$ cat src/rtl/colorshield_pkg.sv
// Shared definitions for the colorshield pixel path: pixel bus widths and
// the write arbiter state encoding.
package colorshield_pkg;

    localparam int PIX_ADDR_W = 6;
    localparam int PIX_DATA_W = 24;

    typedef enum logic [1:0] {
        IDLE    = 2'd0,
        PRESENT = 2'd1,
        ACK     = 2'd2
    } arb_state_t;

endpackage

$ cat src/rtl/rr_picker.sv
// Combinational winner selection for pixel_write_arbiter. Round-robin from
// rr_ptr by default; PIXARB_FIXED_PRIO_EN selects lowest-index-wins instead.
module rr_picker #(
    parameter int N_REQ = 4
) (
    input  logic [N_REQ-1:0]         req,
    input  logic [$clog2(N_REQ)-1:0] rr_ptr,
    input  logic [$clog2(N_REQ)-1:0] owner,
    output logic                     valid,
    output logic [$clog2(N_REQ)-1:0] winner,
    output logic [$clog2(N_REQ)-1:0] next_ptr
);

    localparam int PTR_W = $clog2(N_REQ);

`ifdef PIXARB_FIXED_PRIO_EN
    logic unused_ptr_inputs;
    assign unused_ptr_inputs = ^{rr_ptr, owner};

    always_comb begin
        valid    = |req;
        winner   = '0;
        next_ptr = '0;
        for (int i = N_REQ - 1; i >= 0; i--) begin
            if (req[i]) winner = PTR_W'(i);
        end
    end
`else
    int idx;

    // Walk offsets high to low so the smallest offset from rr_ptr wins last.
    always_comb begin
        valid    = |req;
        winner   = '0;
        idx      = 0;
        for (int i = N_REQ - 1; i >= 0; i--) begin
            idx = int'(rr_ptr) + i;
            if (idx >= N_REQ) idx = idx - N_REQ;
            if (req[idx]) winner = PTR_W'(idx);
        end
        next_ptr = (int'(owner) == N_REQ - 1) ? '0 : owner + PTR_W'(1);
    end
`endif

endmodule

$ cat src/rtl/pixel_write_arbiter.sv
// Shares the colorshield pixel write port among N_REQ requesters; one latched
// write at a time, held until shield_ready, then acked. See PIXARB_FIXED_PRIO_EN.
module pixel_write_arbiter
    import colorshield_pkg::*;
#(
    parameter int N_REQ  = 4,
    parameter int ADDR_W = PIX_ADDR_W,
    parameter int DATA_W = PIX_DATA_W
) (
    input  logic                      clk,
    input  logic                      rst_n,
    input  logic [N_REQ-1:0]          req,
    input  logic [N_REQ*ADDR_W-1:0]   req_addr,
    input  logic [N_REQ*DATA_W-1:0]   req_value,
    output logic [N_REQ-1:0]          ack,
    input  logic                      shield_ready,
    output logic                      write_en,
    output logic [ADDR_W-1:0]         pixel_addr,
    output logic [DATA_W-1:0]         pixel_value,
    output logic                      busy,
    output logic [$clog2(N_REQ)-1:0]  owner
);

    localparam int PTR_W = $clog2(N_REQ);

    arb_state_t        state_q, state_d;
    logic [PTR_W-1:0]  rr_ptr_q, rr_ptr_d;
    logic [PTR_W-1:0]  owner_q, owner_d;
    logic [ADDR_W-1:0] addr_q, addr_d;
    logic [DATA_W-1:0] value_q, value_d;
    logic              we_q, we_d;
    logic [N_REQ-1:0]  ack_q, ack_d;

    logic              pick_valid;
    logic [PTR_W-1:0]  pick_win;
    logic [PTR_W-1:0]  ptr_after;

    rr_picker #(.N_REQ(N_REQ)) u_pick (
        .req      (req),
        .rr_ptr   (rr_ptr_q),
        .owner    (owner_q),
        .valid    (pick_valid),
        .winner   (pick_win),
        .next_ptr (ptr_after)
    );

    always_ff @(posedge clk or negedge rst_n) begin
        if (!rst_n) begin
            state_q  <= IDLE;
            rr_ptr_q <= '0;
            owner_q  <= '0;
            addr_q   <= '0;
            value_q  <= '0;
            we_q     <= 1'b0;
            ack_q    <= '0;
        end else begin
            state_q  <= state_d;
            rr_ptr_q <= rr_ptr_d;
            owner_q  <= owner_d;
            addr_q   <= addr_d;
            value_q  <= value_d;
            we_q     <= we_d;
            ack_q    <= ack_d;
        end
    end

    always_comb begin
        state_d  = state_q;
        rr_ptr_d = rr_ptr_q;
        owner_d  = owner_q;
        addr_d   = addr_q;
        value_d  = value_q;
        we_d     = we_q;
        ack_d    = '0;
        case (state_q)
            IDLE: begin
                we_d = 1'b0;
                if (pick_valid) begin
                    addr_d  = req_addr[int'(pick_win)*ADDR_W +: ADDR_W];
                    value_d = req_value[int'(pick_win)*DATA_W +: DATA_W];
                    owner_d = pick_win;
                    we_d    = 1'b1;
                    state_d = PRESENT;
                end
            end
            // Latched request is held here; requester-side changes are ignored.
            PRESENT: begin
                if (shield_ready) begin
                    we_d           = 1'b0;
                    ack_d[owner_q] = 1'b1;
                    rr_ptr_d       = ptr_after;
                    state_d        = ACK;
                end
            end
            ACK: begin
                we_d    = 1'b0;
                state_d = IDLE;
            end
            default: begin
                we_d    = 1'b0;
                state_d = IDLE;
            end
        endcase
    end

    assign write_en    = we_q;
    assign pixel_addr  = addr_q;
    assign pixel_value = value_q;
    assign ack         = ack_q;
    assign owner       = owner_q;
    assign busy        = (state_q != IDLE);

endmodule

$ cat config.mk
export PLATFORM = sky130hd
export DESIGN_NAME = pixel_write_arbiter
export DESIGN_NICKNAME = d
export VERILOG_FILES = /design/src/rtl/colorshield_pkg.sv /design/src/rtl/rr_picker.sv /design/src/rtl/pixel_write_arbiter.sv
export SDC_FILE = /design/constraint.sdc
export NUM_CORES = 1
export LEC_CHECK = 0
export ABC_CLOCK_PERIOD_IN_PS = 1800
export BUFFER_PORTS_ARGS = -buffer_cell sky130_fd_sc_hd__buf_2
export CORE_MARGIN = 3
export CORE_UTILIZATION = 41
export DETAILED_ROUTE_END_ITERATION = 6
export GPL_ROUTABILITY_DRIVEN = 0
export GPL_TIMING_DRIVEN = 0
export PLACE_DENSITY = 0.85
export SLEW_MARGIN = 20
export SYNTH_ARGS = -nofsm -noshare
export SYNTH_HDL_FRONTEND = slang
export SYNTH_SLANG_ARGS = --single-unit
$ cat constraint.sdc
create_clock -name clk -period 1.8 [get_ports clk]
set_input_delay 0.09 -clock clk [delete_from_list [all_inputs] [get_ports clk]]
set_output_delay 0.09 -clock clk [all_outputs]
set_load 0.02 [all_outputs]
==> flow_summary.toml <==
[sta]
clock_skew_ps = 3.68
fin_crit_sh_pct = 100
rsz0062_at_grt = "yes"
max_slew_margin_pct = 40.9
finalCriticalPeriod_ps = 1800
setup_viol = 1
maxSlewViolCount = 0
tightest_slew_ps = 886
setup_ws_ps = -0.989
hold_viol = 0
fmax_ghz = 0.555

[synth]
synth_area_leaders = "dfrtp_1 (44%), mux2i_1 (26%), o221ai_1 (11%)"
seq_area_frac_synth_pct = 43.6
syn_inst = 217
synth_top_area_cell = "dfrtp_1"
synth_nets = 348
synth_top_family_by_area = "multiplexers"
synth_fa_ha_area_share_pct = 2.13
synth.mux.area_fraction_pct = 26.5
synth_compound_area_share_pct = 13.7
ys_warn_count = 0
ys_ff_latch = 41
syn_area_per_cell_um2 = 10.8
synth_top_area_share_pct = 43.6
synth_xor_area_share_pct = 0
synthSimpleGateAreaFrac_pct = 8.99
synth_area_um2 = 2350
synth.distinct_cells = 25

[grt]
antenna_found_initial = 0
first_global_vias = 2311
grt_max_degree = 42
grt_usage_pct = 20.9
grt_pass1_wl_mm = 10.6
overflow = 0

[floorplanning]
fp.coreArea_um2 = 5340
start_util_pct = 44.1
std_cell_rows = 26
die_h_um = 81.7
pin_count = 165
dieWidth_um = 81.7
dieArea_um2 = 6680

[finish]
fillerInstances = 451
layout-drive-gt1-share_pct = 55.8
final_common_cell = "buf_2"
antenna_cells = 0
mostFrequentLayoutCells = "buf_2 (164), mux2i_1 (45), dfrtp_1 (41), nand2_1 (32), o221ai_1 (19)"
multiInputGateArea_um2 = 1330
synthToLayoutAreaGrowth_pct = 51.3
seq_area_um2 = 1030
final_cells = 459
nNetsFinal = 519

[detailed_routing]
vias = 2377
drtIter0Drc = 76
drc = 0
detail_route.wl_per_cell_um = 16.0
wl_mm = 7.36
antenna_left = 0
firstDrtPassIters = 4
vias_per_cell = 5.18

[placement]
hpwl_mm = 5.48
place_inst = 451
numPortBuffers = 164
place_ws_ps = -74.5

[worst_setup_path]
cp_slowest_stage_delay_ps = 430
worstReg2RegEnd = "pixel_addr[1]$_DFFE_PN0P_"
crit_chain = "o221a_2 -> o22ai_1 -> buf_6 -> buf_8 -> mux2i_2 -> o221ai_1"
cp.arrival_ps = 1960
start_kind = "register"
cp_max_fo = 10
slowest_stage = "dfrtp_1"
r2r.worst_path.cells = 6
critical_path_class = "register to register"
r2r_start = "rr_ptr_q[0]$_DFFE_PN0P_"
rrSetupSlack_ps = -1
cp_data_required_time_ps = 1960
critPathCaptureType = "register"

[pwr]
power_density_nw_per_um2 = 1600
peakVddDrop_uv = 874
leakage_nw = 1.94

[clocking]
clockRootBuffer = "clkbuf_8"
cts_buffer_depth = 2
h-tree-depth = 2
cts_num_sinks = 41
clk_pin_slew_ps = 80
cts_tree = "built"
numCtsBuffers = 5
insertion_delay_ps = 290

[hold_path]
holdPathStages = 2
min_from = "shield_ready"
holdPathEnd = "state_q[0]$_DFFE_PN0P_"
hold_class = "input port to register"

[outcome]
violations = "setup timing"
status = "complete, but fails checks"

[run]
cap_viol_max_count = 0
==> power by group <==
part	internal (mW)	leakage [nW]	switching [mW]
logic	1.57	1.39	1.95
clock network	0.268	0.0439	0.318
registers	1.35	0.511	0.248
total	3.18	1.94	2.52
==> metrics by stage <==
stage / instance area (um2) / util, % / hold WS (ps) / total power [mW] / TNS [ps]
after floorplan: 2350 / - / -206 / 3.71 / 0
after global placement: 3260 / 61.1 / 260 / 4.61 / -109
after detailed placement: 3260 / 61.1 / 276 / 4.72 / -348
after CTS: 3360 / 63.1 / 40.7 / 5.34 / 0
after global routing: 3560 / 66.7 / 44.6 / 6.11 / -1380
final: 3560 / 66.7 / 52.4 / 5.70 / -0.989
==> worst max path at each step <==
| stage | start | depth (start not counted) | slack [ps] | end |
|---|---|---|---|---|
| global placement | rr_ptr_q[0]$_DFFE_PN0P_ | 6 | -50 | pixel_value[6]$_DFFE_PN0P_ |
| finish | rr_ptr_q[0]$_DFFE_PN0P_ | 6 | -1 | pixel_addr[1]$_DFFE_PN0P_ |
| floorplan | state_q[1]$_DFFE_PN0P_ | 7 | 90 | pixel_value[13]$_DFFE_PN0P_ |
| CTS | rr_ptr_q[1]$_DFFE_PN0P_ | 6 | 4 | pixel_value[1]$_DFFE_PN0P_ |
| global route | rr_ptr_q[0]$_DFFE_PN0P_ | 6 | -80 | pixel_value[17]$_DFFE_PN0P_ |
| detailed placement | rr_ptr_q[0]$_DFFE_PN0P_ | 6 | -70 | pixel_value[6]$_DFFE_PN0P_ |
==> Yosys cell counts <==
cell type  count
nor2b_1        2
or2_4          1
buf_6          1
nand2_1       32
and2_1         4
o221ai_1      30
nor2_1         4
or2_1          2
nand2b_1       1
buf_2          6
o221a_2        1
clkbuf_1       6
o21ai_0        3
o22ai_1        2
a21o_1         1
mux2_2         2
mux2i_1       60
ha_1           4
nor3_1         1
dfrtp_1       41
nor4_1         1
inv_1          5
a21oi_1        1
buf_4          5
o21a_1         1
==> cell type report <==
cell class | instances | share of cell area [%]
clock inverter | 3 | 0.492
multi-input combinational | 153 | 37.5
sequential | 41 | 28.8
inverter | 5 | 0.527
buffer | 17 | 4.96
clock buffer | 5 | 1.93
tap | 70 | 2.46
timing repair buffer | 165 | 23.3
==> flip-flops by register name, indices dropped and copies added (netlist names) <==
signal / cells
pixel_value: 24
pixel_addr: 6
ack: 4
owner: 2
rr_ptr_q: 2
state_q: 2
write_en: 1
==> cells by family (layout without fill, tap and decap cells) <==
kind of cell / Yosys count / in the layout
mux: 62 / 62
simple gates: 48 / 48
flops: 41 / 41
compound gates: 39 / 39
buf+inv: 23 / 195
fa+ha+maj: 4 / 4
==> worst max-delay path: cells and delay by family, from the launching register on <==
kind                   cells  cell delay [ps]
muxes                      1              230
AOI/OAI and AO/OA          3              600
DFF                        1              430
buffers and inverters      2              400
==> routing by layer <==
metal	vias up	GRT usage (%)	wire length, um
li1	1149	-	-
met1	1118	24.2	2840
met2	106	39.2	3910
met3	4	3.73	552
met4	0	5.48	55
met5	-	0	0
==> repair_timing <==
item / in CTS / in global routing
hold buffers: 1 / 0
buffers inserted: 0 / 0
pin swaps: 0 / 1
endpoints found under the hold margin: 41 / 0
endpoints found under the setup margin: 22 / 30
resized for setup: 5 / 49
No activity file was read; power rests on OpenSTA's default activity.
